==> config.mk <==
export PLATFORM = sky130hd
export DESIGN_NAME = switch_hex_counter
export DESIGN_NICKNAME = d
export VERILOG_FILES = /design/src/rtl/switch_hex_counter.sv
export SDC_FILE = /design/constraint.sdc
export NUM_CORES = 1
export LEC_CHECK = 0
export BUFFER_PORTS_ARGS = -buffer_cell sky130_fd_sc_hd__buf_4
export CAP_MARGIN = 25
export CORE_ASPECT_RATIO = 1.25
export CORE_MARGIN = 4
export CORE_UTILIZATION = 60
export DETAILED_ROUTE_END_ITERATION = 16
export GPL_ROUTABILITY_DRIVEN = 0
export PLACE_DENSITY = 0.78
export SYNTH_ARGS = -nofsm -noshare
export SYNTH_HDL_FRONTEND = slang
export SYNTH_SLANG_ARGS = --single-unit
==> constraint.sdc <==
create_clock -name CLOCK_50 -period 3.65 [get_ports CLOCK_50]
set_input_delay 0.5475 -clock CLOCK_50 [delete_from_list [all_inputs] [get_ports CLOCK_50]]
set_output_delay 0.5475 -clock CLOCK_50 [all_outputs]
set_load 0.02 [all_outputs]
==> src/rtl/switch_hex_counter.sv <==
// Per-channel switch synchroniser + debouncer driving LEDs and a hex rise counter per digit.
// Optional macro SWITCH_HEX_COUNTER_DP_EN lights each digit's decimal point while its switch is on.
module switch_hex_counter #(
    parameter int CHANNELS        = 6,
    parameter int DEBOUNCE_CYCLES = 500000
) (
    input  logic                  CLOCK_50,
    input  logic                  RESET_N,
    input  logic [CHANNELS-1:0]   SW,
    output logic [CHANNELS-1:0]   LEDR,
    output logic [8*CHANNELS-1:0] HEX
);

    localparam int CW = $clog2(DEBOUNCE_CYCLES + 1);
    localparam logic [CW-1:0] CNT_LAST = CW'(DEBOUNCE_CYCLES - 1);

    logic [CHANNELS-1:0] sync1;
    logic [CHANNELS-1:0] sync2;
    logic [CHANNELS-1:0] deb;
    logic [CW-1:0]       cnt   [CHANNELS];
    logic [3:0]          rises [CHANNELS];

    function automatic logic [6:0] seg7(input logic [3:0] v);
        logic [6:0] s;
        case (v)
            4'h0: s = 7'h40;
            4'h1: s = 7'h79;
            4'h2: s = 7'h24;
            4'h3: s = 7'h30;
            4'h4: s = 7'h19;
            4'h5: s = 7'h12;
            4'h6: s = 7'h02;
            4'h7: s = 7'h78;
            4'h8: s = 7'h00;
            4'h9: s = 7'h10;
            4'hA: s = 7'h08;
            4'hB: s = 7'h03;
            4'hC: s = 7'h46;
            4'hD: s = 7'h21;
            4'hE: s = 7'h06;
            default: s = 7'h0E;
        endcase
        return s;
    endfunction

    always_ff @(posedge CLOCK_50) begin
        if (!RESET_N) begin
            sync1 <= '0;
            sync2 <= '0;
            deb   <= '0;
            for (int unsigned i = 0; i < CHANNELS; i++) begin
                cnt[i]   <= '0;
                rises[i] <= '0;
            end
        end else begin
            sync1 <= SW;
            sync2 <= sync1;
            for (int unsigned i = 0; i < CHANNELS; i++) begin
                if (sync2[i] == deb[i]) begin
                    cnt[i] <= '0;
                end else if (cnt[i] == CNT_LAST) begin
                    // Level held long enough: accept it and count rising edges only.
                    deb[i] <= sync2[i];
                    cnt[i] <= '0;
                    if (sync2[i])
                        rises[i] <= rises[i] + 4'd1;
                end else begin
                    cnt[i] <= cnt[i] + CW'(1);
                end
            end
        end
    end

    assign LEDR = deb;

    always_comb begin
        HEX = '1;
        for (int unsigned i = 0; i < CHANNELS; i++) begin
`ifdef SWITCH_HEX_COUNTER_DP_EN
            HEX[8*i+7] = ~deb[i];
`else
            HEX[8*i+7] = 1'b1;
`endif
            HEX[8*i +: 7] = seg7(rises[i]);
        end
    end

endmodule

== After elaboration in Yosys (flattened, before gate mapping) ==
Memory sizes are Yosys's and may differ from the RTL's.
Cells that the tools add are included.
Cells by class
  add/sub/neg operators: 12
  equal/unequal tests: 12
  mux-type cells: 121
  bitwise logic cells: 30
  reduce and logical (&&, ||, !) cells: 6
Operators by type and width (count)
  2-to-1 mux 19 bit: 18
  adder 19 x 1 -> 19 bit, second input constant: 6
  equality test 19 bit, second input constant: 6
  2-to-1 mux 1 bit: 97
  adder 4 x 1 -> 4 bit, second input constant: 6
  2-to-1 mux 4 bit: 6
  OR 1 bit: 24
  AND reduction 2 bit: 6
  equality test 1 bit: 6
  inverter 1 bit: 6
Word-level totals
  register bits: 18
  RAM bits: 138
  ROM bits: 672
  input bits: 8
  word-level logic and storage cells: 197
  memories: 8
Memories
  cnt: depth 6, bits a word 19, rd ports 6, clocked after Yosys merged registers in 0, write ports 6, line 20  | logic [CW-1:0] cnt [CHANNELS];
  (name not given): depth 16, bits a word 7, rd ports 1, clocked after Yosys merged registers in 0, write ports 0, line 25  | case (v)
  (name not given): depth 16, bits a word 7, rd ports 1, clocked after Yosys merged registers in 0, write ports 0, line 25
  (name not given): depth 16, bits a word 7, rd ports 1, clocked after Yosys merged registers in 0, write ports 0, line 25
  (name not given): depth 16, bits a word 7, rd ports 1, clocked after Yosys merged registers in 0, write ports 0, line 25
  (name not given): depth 16, bits a word 7, rd ports 1, clocked after Yosys merged registers in 0, write ports 0, line 25
  2 more memories

== Longest topological paths before layout ==
Gate-level depths: netlist (run 1).
An unclocked memory read counts as a cell.
  word-level depth: 8
  gate-level depth with buffers: 8
  depth with buffers taken out: 5

== Worst setup path before layout (run 1) ==
OpenSTA, ideal clock, no wires.
  path type: reg2out
  start: memory rises[0][1]
  end: output port HEX[0]
  arrival time: 1.527 ns
  path slack: 1.576 ns
  stages on the path, launching flop included: 6
  path buffers: 0
  path through: edfxtp_1 -> inv_1 -> ha_1 -> nor2b_1 -> or3b_2 -> o21ai_0
RTL lines
  from (decl): line 21  | logic [3:0] rises [CHANNELS];
  to (decl): line 11  | output logic [8*CHANNELS-1:0] HEX

==> flow_metrics.py, run 1 <==
metrics = {
    "status": {
        "status": "completed",
    },
    "sta": {
        "tns_ns": 0,
        "worst_pin_slew_ns": 0.877,
        "final-hold-violation-count": 0,
        "finClkSkew_ns": 0.0110,
        "max_freq_mhz": 371,
        "finalSetupViolCount": 0,
        "period_share_pct": 73.8,
        "slew_headroom_pct": 41.5,
        "rsz0062_at_grt": "false",
        "slew_viol_final": 0,
        "fin_crit_ns": 2.69,
        "holdWs_ns": 0.333,
    },
    "worst_setup_path": {
        "cp.arrival_ns": 2.14,
        "rrSetupSlack_ns": 1.25,
        "r2r_cells": 4,
        "r2r_start": "cnt[2][5]$_SDFFCE_PN0P_",
        "worst_ep_required_time_ns": 3.10,
        "crit_type": "flip-flop to output port",
        "worst_setup_path_start_kind": "flip-flop",
        "cp-endpoint": "HEX[0]",
        "r2r-end": "cnt[2][10]$_SDFFCE_PN0P_",
        "crit_fanout": 6,
        "end_kind": "output port",
        "critPathLaunch": "rises[0][1]$_SDFFCE_PN0P_",
    },
    "cts": {
        "insertion_delay_ns": 0.43,
        "postCtsHoldBufs": 0,
        "post_cts_buffers": 0,
        "numCtsBuffers": 17,
        "clockBufferDepth": 2,
        "clkTransAtPathRegs_ns": 0.06,
        "cts-resized-gates": 0,
        "cts-root-buf": "clkbuf_16",
        "cts_tree": "done",
        "cts_max_level": 4,
        "clock_sinks": 156,
    },
    "final_layout": {
        "final_cell_area_sq_um": 11000,
        "area_growth_pct": 15.7,
        "fin_nets": 1146,
        "drive_gt1_share_pct": 10.7,
        "antennaDiodeCount": 0,
        "nFillCells": 1276,
    },
    "grt": {
        "grt_pass1_vias": 6790,
        "grt_max_degree": 30,
        "track_usage_pct": 20.8,
        "grt_overflow_total": 0,
        "grt_pass1_wl_microns": 31000,
        "antenna_found_initial": 0,
    },
    "floorplanning": {
        "io_pins": 62,
        "dieArea_sq_um": 18000,
        "row_count": 51,
        "start_util_pct": 61.2,
        "die_h_microns": 149,
        "coreArea_sq_um": 15600,
        "die_width_microns": 121,
    },
    "detailed_routing": {
        "antenna_left": 0,
        "post-route-drc-count": 0,
        "vias": 7148,
        "drt-initial-drc-count": 461,
        "first_pass_iters": 5,
        "routed_wl_microns": 17800,
        "viasPerCell": 5.41,
        "wl_per_cell_microns": 13.5,
    },
    "yosys": {
        "yosysSeqAreaShare_pct": 47.3,
        "yosys_register_bits": 156,
        "async_reset_ff_share_pct": 0,
        "yosys_warnings": 0,
        "synth-edff-count": 138,
        "synth-compound-area-share_pct": 8.30,
        "synthCells": 945,
        "synth_fa_ha_area_share_pct": 5.51,
        "synth_xor_area_share_pct": 8.18,
        "synth_mux_area_share_pct": 3.01,
        "netlist_area_sq_um": 9530,
        "syn_avg_cell_area_sq_um": 10.1,
        "synthSimpleGateAreaFrac_pct": 24.0,
        "synth_top_flop_cell": "edfxtp_1",
        "synth_top_family_by_area": "simple AND/OR/NAND/NOR gates",
        "synth.distinct_cells": 60,
    },
    "pwr": {
        "irDropWorstVdd_uv": 329,
        "power_mw": 4.15,
        "p_leak_nw": 4.12,
        "powerDensity_nw_per_um2": 376,
    },
    "job": {
        "maxCapViolations": 0,
    },
    "worst_hold_path": {
        "hold_path_class": "input pin to flip-flop",
        "hold_path_depth": 2,
    },
    "placement": {
        "io_buffers": 55,
        "placed_area_sq_um": 10400,
        "hpwl_microns": 12800,
    },
}
-- final cells by class --
class	instances	area [sq um]	share of cell area (%)
Clock buffer	25	495	4.49
Clock inverter	7	87.6	0.794
Inverter	38	143	1.29
Multi-Input combinational cell	828	5120	46.4
Sequential cell	156	4500	40.8
Tap cell	212	265	2.41
Timing Repair Buffer	55	413	3.74
-- registers in the layout, indices dropped and copies added (netlist names) --
name	count
sync1	6
LEDR	6
sync2	6
rises	24
cnt	114
-- power by group --
part | switching [mW] | internal (mW)
clock network | 0.660 | 1.07
registers | 0.0917 | 2.01
logic | 0.180 | 0.132
total | 0.932 | 3.22
-- worst max-delay path, stage by stage, from the launching register on --
cell and delay, ns:
edfxtp_1 0.48, inv_1 0.16, ha_1 0.26, nor2b_1 0.09, or3b_2 0.45, o21ai_0 0.10, buf_4 0.18
-- worst min-delay path by stage --
stage | from | to | slack (ns)
floorplan | sync1[0]$_SDFF_PN0_ | sync2[0]$_SDFF_PN0_ | 0.41
global placement | sync1[1]$_SDFF_PN0_ | sync2[1]$_SDFF_PN0_ | 0.41
detailed placement | sync1[3]$_SDFF_PN0_ | sync2[3]$_SDFF_PN0_ | 0.42
CTS | SW[2] | sync1[2]$_SDFF_PN0_ | 0.32
global route | SW[2] | sync1[2]$_SDFF_PN0_ | 0.32
finish | SW[2] | sync1[2]$_SDFF_PN0_ | 0.33
-- layer usage --
metal	wire length, microns	GRT usage, %	vias to the layer above
met5	0	0	-
met4	299	6.12	0
met3	701	4.59	28
met2	8910	36.0	157
met1	7910	26.3	3354
li1	-	-	3609
-- kinds of logic (layout without fill, tap and decap cells) --
group,Yosys count,after routing
AOI/OAI and AO/OA,121,121
xor gates and xnor gates,89,89
adders and majority gates,42,42
buffers and inverters,80,125
DFF,156,156
muxes,21,21
other,1,120
and+or+nand+nor,435,435
-- cell usage after synthesis (3+ instances only) --
library cell	n	share of area (%)
a21bo_2	3	0.32
a22o_1	11	1.0
o21a_1	6	0.47
nor2b_1	12	0.79
nor4bb_1	4	0.42
a32o_1	5	0.53
ha_1	42	5.5
nand3_1	50	2.6
and2_1	17	1.1
dfxtp_1	18	3.8
or3_1	17	1.1
clkbuf_1	15	0.59
or4_1	15	1.2
o31ai_1	12	0.95
or3_2	3	0.24
nand2_1	55	2.2
buf_1	10	0.39
mux4_2	6	1.4
or2_2	5	0.33
nand2b_1	9	0.59
o21ai_0	28	1.5
a31oi_1	4	0.26
inv_1	38	1.5
xor2_1	48	4.4
edfxtp_1	138	43
and4_1	17	1.6
nor2_1	145	5.7
mux2i_1	14	1.5
nor3_1	11	0.58
and3_1	5	0.33
buf_4	7	0.55
nand4_1	37	2.4
xnor2_1	41	3.8
a21oi_1	38	2.0
buf_2	7	0.37
o22ai_1	4	0.26
or3b_2	5	0.46
nor4_1	13	0.85
-- metrics by stage --
step	util (%)	setup slack [ns]	std cells
after global routing	70.8	0.829	1321
after floorplan	-	1.58	1064
after global placement	67.1	1.32	1289
after CTS	70.8	0.947	1321
final	70.8	0.958	1321
after detailed placement	67.1	1.26	1289
-- placed cells by master, fill, tap and decap left out, types with 5 or more instances in the layout --
| cell | netlist | routed |
|---|---|---|
| xnor2_1 | 41 | 41 |
| a32o_1 | 5 | 5 |
| a21oi_1 | 38 | 38 |
| o31ai_1 | 12 | 12 |
| and2_1 | 17 | 17 |
| nand2b_1 | 9 | 9 |
| inv_1 | 38 | 38 |
| or2_2 | 5 | 5 |
| mux4_2 | 6 | 6 |
| and3_1 | 5 | 5 |
| mux2i_1 | 14 | 14 |
| nor2_1 | 145 | 145 |
| and4_1 | 17 | 17 |
| edfxtp_1 | 138 | 138 |
| nand4_1 | 37 | 37 |
| ha_1 | 42 | 42 |
| or4_1 | 15 | 15 |
| xor2_1 | 48 | 48 |
| a22o_1 | 11 | 11 |
| clkbuf_16 | 0 | 17 |
| nand2_1 | 55 | 55 |
| or3b_2 | 5 | 5 |
| nand3_1 | 50 | 50 |
| buf_4 | 7 | 55 |
| nor3_1 | 11 | 11 |
| or3_1 | 17 | 17 |
| dfxtp_1 | 18 | 18 |
| conb_1 | 1 | 120 |
| nor4_1 | 13 | 13 |
| o21a_1 | 6 | 6 |
| o21ai_0 | 28 | 28 |
| nor2b_1 | 12 | 12 |
Power figures use the tool's default switching activity.
==> inputs of run 2 (changes only) <==
--- a/config.mk
+++ b/config.mk
@@ -9,10 +9,10 @@
 export CAP_MARGIN = 25
 export CORE_ASPECT_RATIO = 1.25
 export CORE_MARGIN = 4
-export CORE_UTILIZATION = 60
+export CORE_UTILIZATION = 56
 export DETAILED_ROUTE_END_ITERATION = 16
 export GPL_ROUTABILITY_DRIVEN = 0
-export PLACE_DENSITY = 0.78
+export PLACE_DENSITY = 0.76
 export SYNTH_ARGS = -nofsm -noshare
 export SYNTH_HDL_FRONTEND = slang
 export SYNTH_SLANG_ARGS = --single-unit
==> constraint.sdc (replaced) <==
create_clock -name CLOCK_50 -period 2.3 [get_ports CLOCK_50]
set_input_delay 0.345 -clock CLOCK_50 [delete_from_list [all_inputs] [get_ports CLOCK_50]]
set_output_delay 0.345 -clock CLOCK_50 [all_outputs]
set_load 0.02 [all_outputs]
==> flow_metrics.py, run 2 (same netlist as run 1, synthesis figures left out) <==
metrics = {
    "final_layout": {
        "fin_cells": 1382,
        "fin_nets": 1199,
        "post-route-util_pct": 69.2,
        "top_register": "cnt",
        "drive_gt1_share_pct": 17.6,
        "layout_common_cells": "145 x nor2_1, 138 x edfxtp_1, 120 x conb_1",
        "regArea_sq_um": 4500,
        "nFillCells": 1313,
        "layout_commonest_cell": "nor2_1",
        "multi_input_area_sq_um": 5250,
        "largest_reg_flops": 114,
        "antennaDiodeCount": 0,
        "top_regs": "cnt x114, rises x24",
        "area_growth_pct": 21.8,
        "final_cell_area_sq_um": 11600,
    },
    "worst_setup_path": {
        "cp.arrival_ns": 1.94,
        "critPathLaunch": "rises[2][0]$_SDFFCE_PN0P_",
        "worst_setup_path_start_kind": "flip-flop",
        "cp-endpoint": "HEX[16]",
        "crit_type": "flip-flop to output port",
        "end_kind": "output port",
        "r2r_start": "cnt[0][0]$_SDFFCE_PN0P_",
        "worst_ep_required_time_ns": 1.96,
        "r2r_cells": 5,
        "crit_fanout": 4,
        "r2r-end": "cnt[0][16]$_SDFFCE_PN0P_",
        "rrSetupSlack_ns": 0.21,
    },
    "placement": {
        "hpwl_microns": 13100,
        "placed_area_sq_um": 10600,
        "io_buffers": 55,
        "placed_cells": 1317,
    },
    "grt": {
        "track_usage_pct": 19.7,
        "grt_pass1_wl_microns": 31900,
        "grt_pass1_vias": 7067,
        "grt_overflow_total": 0,
        "grt_max_degree": 20,
        "antenna_found_initial": 0,
    },
    "worst_hold_path": {
        "hold_path_class": "input pin to flip-flop",
    },
    "floorplanning": {
        "coreArea_sq_um": 16800,
        "start_util_pct": 56.8,
        "dieArea_sq_um": 19200,
        "row_count": 53,
        "io_pins": 62,
        "die_width_microns": 125,
        "die_h_microns": 154,
    },
    "sta": {
        "tns_ns": 0,
        "slew_headroom_pct": 62.8,
        "worst_pin_slew_ns": 0.552,
        "finClkSkew_ns": 0.00788,
        "final-hold-violation-count": 0,
        "rsz0062_at_grt": "true",
        "fin_crit_ns": 2.29,
        "finalSetupViolCount": 0,
        "slew_viol_final": 0,
        "max_freq_mhz": 437,
        "period_share_pct": 99.5,
    },
    "cts": {
        "clockBufferDepth": 2,
        "postCtsHoldBufs": 0,
        "cts_tree": "done",
        "clock_sinks": 156,
        "numCtsBuffers": 17,
        "cts-root-buf": "clkbuf_16",
        "clkTransAtPathRegs_ns": 0.06,
        "cts_max_level": 4,
        "insertion_delay_ns": 0.43,
    },
    "pwr": {
        "combPwrFrac_pct": 8.7,
        "power_mw": 6.73,
        "powerDensity_nw_per_um2": 580,
        "irDropWorstVdd_uv": 420,
        "p_clk_share_pct": 42.0,
        "switching_share_pct": 22.8,
        "p_switching_mw": 1.54,
        "intPower_mw": 5.20,
        "p_leak_nw": 4.37,
        "p_seq_share_pct": 49.4,
    },
    "detailed_routing": {
        "vias": 7385,
        "viasPerCell": 5.34,
        "post-route-drc-count": 0,
        "wl_per_cell_microns": 13.6,
        "routed_wl_microns": 18900,
        "antenna_left": 0,
        "drt-initial-drc-count": 450,
        "first_pass_iters": 5,
    },
    "job": {
        "maxCapViolations": 0,
    },
    "status": {
        "status": "completed",
    },
}
run 2: cell types whose count changed in the layout (fill, tap and decap cells not counted), sizes merged:
cell	before	now
clkbuf	25	19
clkinvlp	1	3
buf	55	108
clkinv	4	7
bufinv	2	3
run 2: routing by layer:
layer	up-vias	share of wire, %	global-route usage, %
li1	3728	-	-
met1	3499	43	24.4
met2	141	51	34.5
met3	17	4.4	4.59
met4	0	1.3	5.90
met5	-	0	0
run 2: how the worst min path moves through the flow:
| stage | depth (start not counted) | from | endpoint |
|---|---|---|---|
| 3_5_place_dp | 1 | sync1[0]$_SDFF_PN0_ | sync2[0]$_SDFF_PN0_ |
| 3_3_place_gp | 1 | sync1[5]$_SDFF_PN0_ | sync2[5]$_SDFF_PN0_ |
| 4_1_cts | 2 | SW[4] | sync1[4]$_SDFF_PN0_ |
| 6_report | 2 | SW[4] | sync1[4]$_SDFF_PN0_ |
| 5_1_grt | 2 | SW[4] | sync1[4]$_SDFF_PN0_ |
| 2_1_floorplan | 1 | sync1[0]$_SDFF_PN0_ | sync2[0]$_SDFF_PN0_ |
run 2: what timing repair did:
action	in CTS	in global routing
endpoints found under the setup margin	14	12
gates resized for setup	21	25
setup buffers	20	13
run 2: power by group through the flow:
stage	logic [mW]	registers (mW)	clock network [mW]
6_report	0.584	3.32	2.83
5_1_grt	0.645	3.34	3.03
3_3_place_gp	0.505	3.38	0
3_5_place_dp	0.513	3.39	0
2_1_floorplan	0.395	3.34	0
4_1_cts	0.547	3.32	2.89
run 2: cell type report:
type / count / share of cell area, %
well taps: 220 / 2.37
multi-input cells: 828 / 45.3
clock inverters: 13 / 1.27
inverters: 38 / 1.23
flip-flops and latches: 156 / 38.8
clock buffers: 19 / 3.90
repair buffers: 108 / 7.15
run 2: worst max-delay path, cell delays in order (launching register included):
cell and delay (ns):
edfxtp_1 0.45, inv_2 0.15, ha_1 0.19, nor2_1 0.05, or3b_2 0.44, o21ai_1 0.09, buf_4 0.16
run 2: per-stage QoR:
| stage | hold WS (ns) | setup WS [ns] |
|---|---|---|
| 4_1_cts | 0.110 | 0.00150 |
| 5_1_grt | 0.105 | -0.0791 |
| 6_report | 0.124 | 0.0105 |
| 3_5_place_dp | 0.417 | 0.223 |
| 2_1_floorplan | 0.412 | 0.228 |
| 3_3_place_gp | 0.415 | 0.281 |
==> inputs of run 3 (changes only) <==
--- a/config.mk
+++ b/config.mk
@@ -5,7 +5,7 @@
 export SDC_FILE = /design/constraint.sdc
 export NUM_CORES = 1
 export LEC_CHECK = 0
-export BUFFER_PORTS_ARGS = -buffer_cell sky130_fd_sc_hd__buf_4
+export BUFFER_PORTS_ARGS = -buffer_cell sky130_fd_sc_hd__buf_2
 export CAP_MARGIN = 25
 export CORE_ASPECT_RATIO = 1.25
 export CORE_MARGIN = 4
==> flow_metrics.py, run 3 (same netlist as run 1, synthesis figures left out) <==
metrics = {
    "grt": {
        "track_usage_pct": 19.8,
        "grt_overflow_total": 0,
        "grt_max_degree": 20,
        "grt_pass1_vias": 6855,
        "grt_pass1_wl_microns": 31600,
        "antenna_found_initial": 0,
    },
    "worst_setup_path": {
        "slowest_stage": "mux4_2",
        "path_delay_family": "multiplexers",
        "slowest_delay_ns": 0.48,
        "cp_num_buf_inv": 3,
        "path_cells": "inv_2 -> ha_4 -> inv_2 -> mux4_2 -> buf_6",
        "cp.arrival_ns": 1.92,
        "end_kind": "output port",
        "worst_ep_required_time_ns": 1.96,
        "crit_type": "flip-flop to output port",
        "cpMostUsedCell": "inv_2",
        "crit_fanout": 5,
        "worst_setup_path_start_kind": "flip-flop",
    },
    "sta": {
        "finalSetupViolCount": 0,
        "finClkSkew_ns": 0.00543,
        "slew_headroom_pct": 57.3,
        "final-hold-violation-count": 0,
        "period_share_pct": 98.7,
        "holdWs_ns": 0.125,
        "rsz0062_at_grt": "true",
        "slew_viol_final": 0,
        "fin_crit_ns": 2.27,
        "tns_ns": 0,
        "max_freq_mhz": 441,
        "worst_pin_slew_ns": 0.635,
    },
    "final_layout": {
        "drive_gt1_share_pct": 17.5,
        "area_growth_pct": 21.2,
        "final_cell_area_sq_um": 11500,
        "top_register": "cnt",
        "layout_commonest_cell": "nor2_1",
        "fin_nets": 1201,
        "antennaDiodeCount": 0,
        "largest_reg_flops": 114,
        "top_regs": "cnt x114, rises x24",
        "layout_common_cells": "145 x nor2_1, 138 x edfxtp_1, 120 x conb_1",
    },
    "floorplanning": {
        "start_util_pct": 56.8,
        "coreArea_sq_um": 16800,
        "dieArea_sq_um": 19200,
        "io_pins": 62,
        "die_width_microns": 125,
        "row_count": 53,
        "die_h_microns": 154,
    },
    "worst_hold_path": {
        "hold_path_class": "input pin to flip-flop",
    },
    "cts": {
        "numCtsBuffers": 17,
        "cts_tree": "done",
        "clkTransAtPathRegs_ns": 0.06,
        "clock_sinks": 156,
        "insertion_delay_ns": 0.42,
        "cts_max_level": 4,
        "cts-root-buf": "clkbuf_16",
        "clockBufferDepth": 2,
    },
    "detailed_routing": {
        "drt-initial-drc-count": 425,
        "routed_wl_microns": 19100,
        "vias": 7346,
        "wl_per_cell_microns": 13.8,
        "viasPerCell": 5.31,
        "post-route-drc-count": 0,
        "antenna_left": 0,
        "first_pass_iters": 4,
    },
    "pwr": {
        "powerDensity_nw_per_um2": 573,
        "irDropWorstVdd_uv": 451,
        "p_leak_nw": 4.37,
    },
    "job": {
        "maxCapViolations": 0,
    },
    "status": {
        "status": "completed",
    },
    "placement": {
        "io_buffers": 55,
        "hpwl_microns": 13200,
        "placed_area_sq_um": 10500,
    },
}
-- run 3: cell count changes in the layout (fill, tap and decap cells not counted), sizes merged --
cell      change
clkinv        +1
buf           +2
clkbuf        +2
clkinvlp      -3
-- run 3: worst paths after layout --
path	startpoint	to	slack (ns)	cells after the start
max	rises[2][0]$_SDFFCE_PN0P_	HEX[19]	0.03	5
min	SW[0]	sync1[0]$_SDFF_PN0_	0.13	2
max reg2reg	cnt[4][0]$_SDFFCE_PN0P_	rises[4][1]$_SDFFCE_PN0P_	0.24	5
min reg2reg	sync1[1]$_SDFF_PN0_	sync2[1]$_SDFF_PN0_	0.43	1
-- run 3: final cells by class --
type,count,area (sq um)
clock buffer,21,440
sequential,156,4500
inverter,38,143
fill,1287,5230
tap,220,275
clock inverter,11,125
timing repair buffer,110,764
multi-input combinational,828,5300
-- run 3: power by group --
part	total [mW]	internal [mW]	switching [mW]
logic	0.580	0.245	0.334
registers	3.32	3.19	0.126
clock network	2.72	1.68	1.04
total	6.62	5.12	1.50
-- run 3: through the flow --
| stage | cells | worst slack [ns] | total power, mW | utilization [%] |
|---|---|---|---|---|
| after CTS | 1372 | -0.0409 | 6.63 | 67.3 |
| final | 1384 | 0.0303 | 6.62 | 68.8 |
| after global routing | 1384 | -0.0436 | 6.89 | 68.8 |
| after floorplan | 1064 | 0.228 | 3.73 | - |
| after detailed placement | 1321 | 0.249 | 3.88 | 62.6 |
| after global placement | 1321 | 0.290 | 3.86 | 62.6 |
-- run 3: routing by layer --
layer	track usage [%]	part of all wire (%)
met5	0	0
met4	6.21	1.7
met2	34.8	50
met3	3.96	3.9
met1	24.5	44
-- run 3: timing repair --
item,CTS,global route
resized for setup,26,45
endpoints found under the setup margin,13,11
pin swaps,0,3
hold buffers,0,0
buffers inserted,19,13
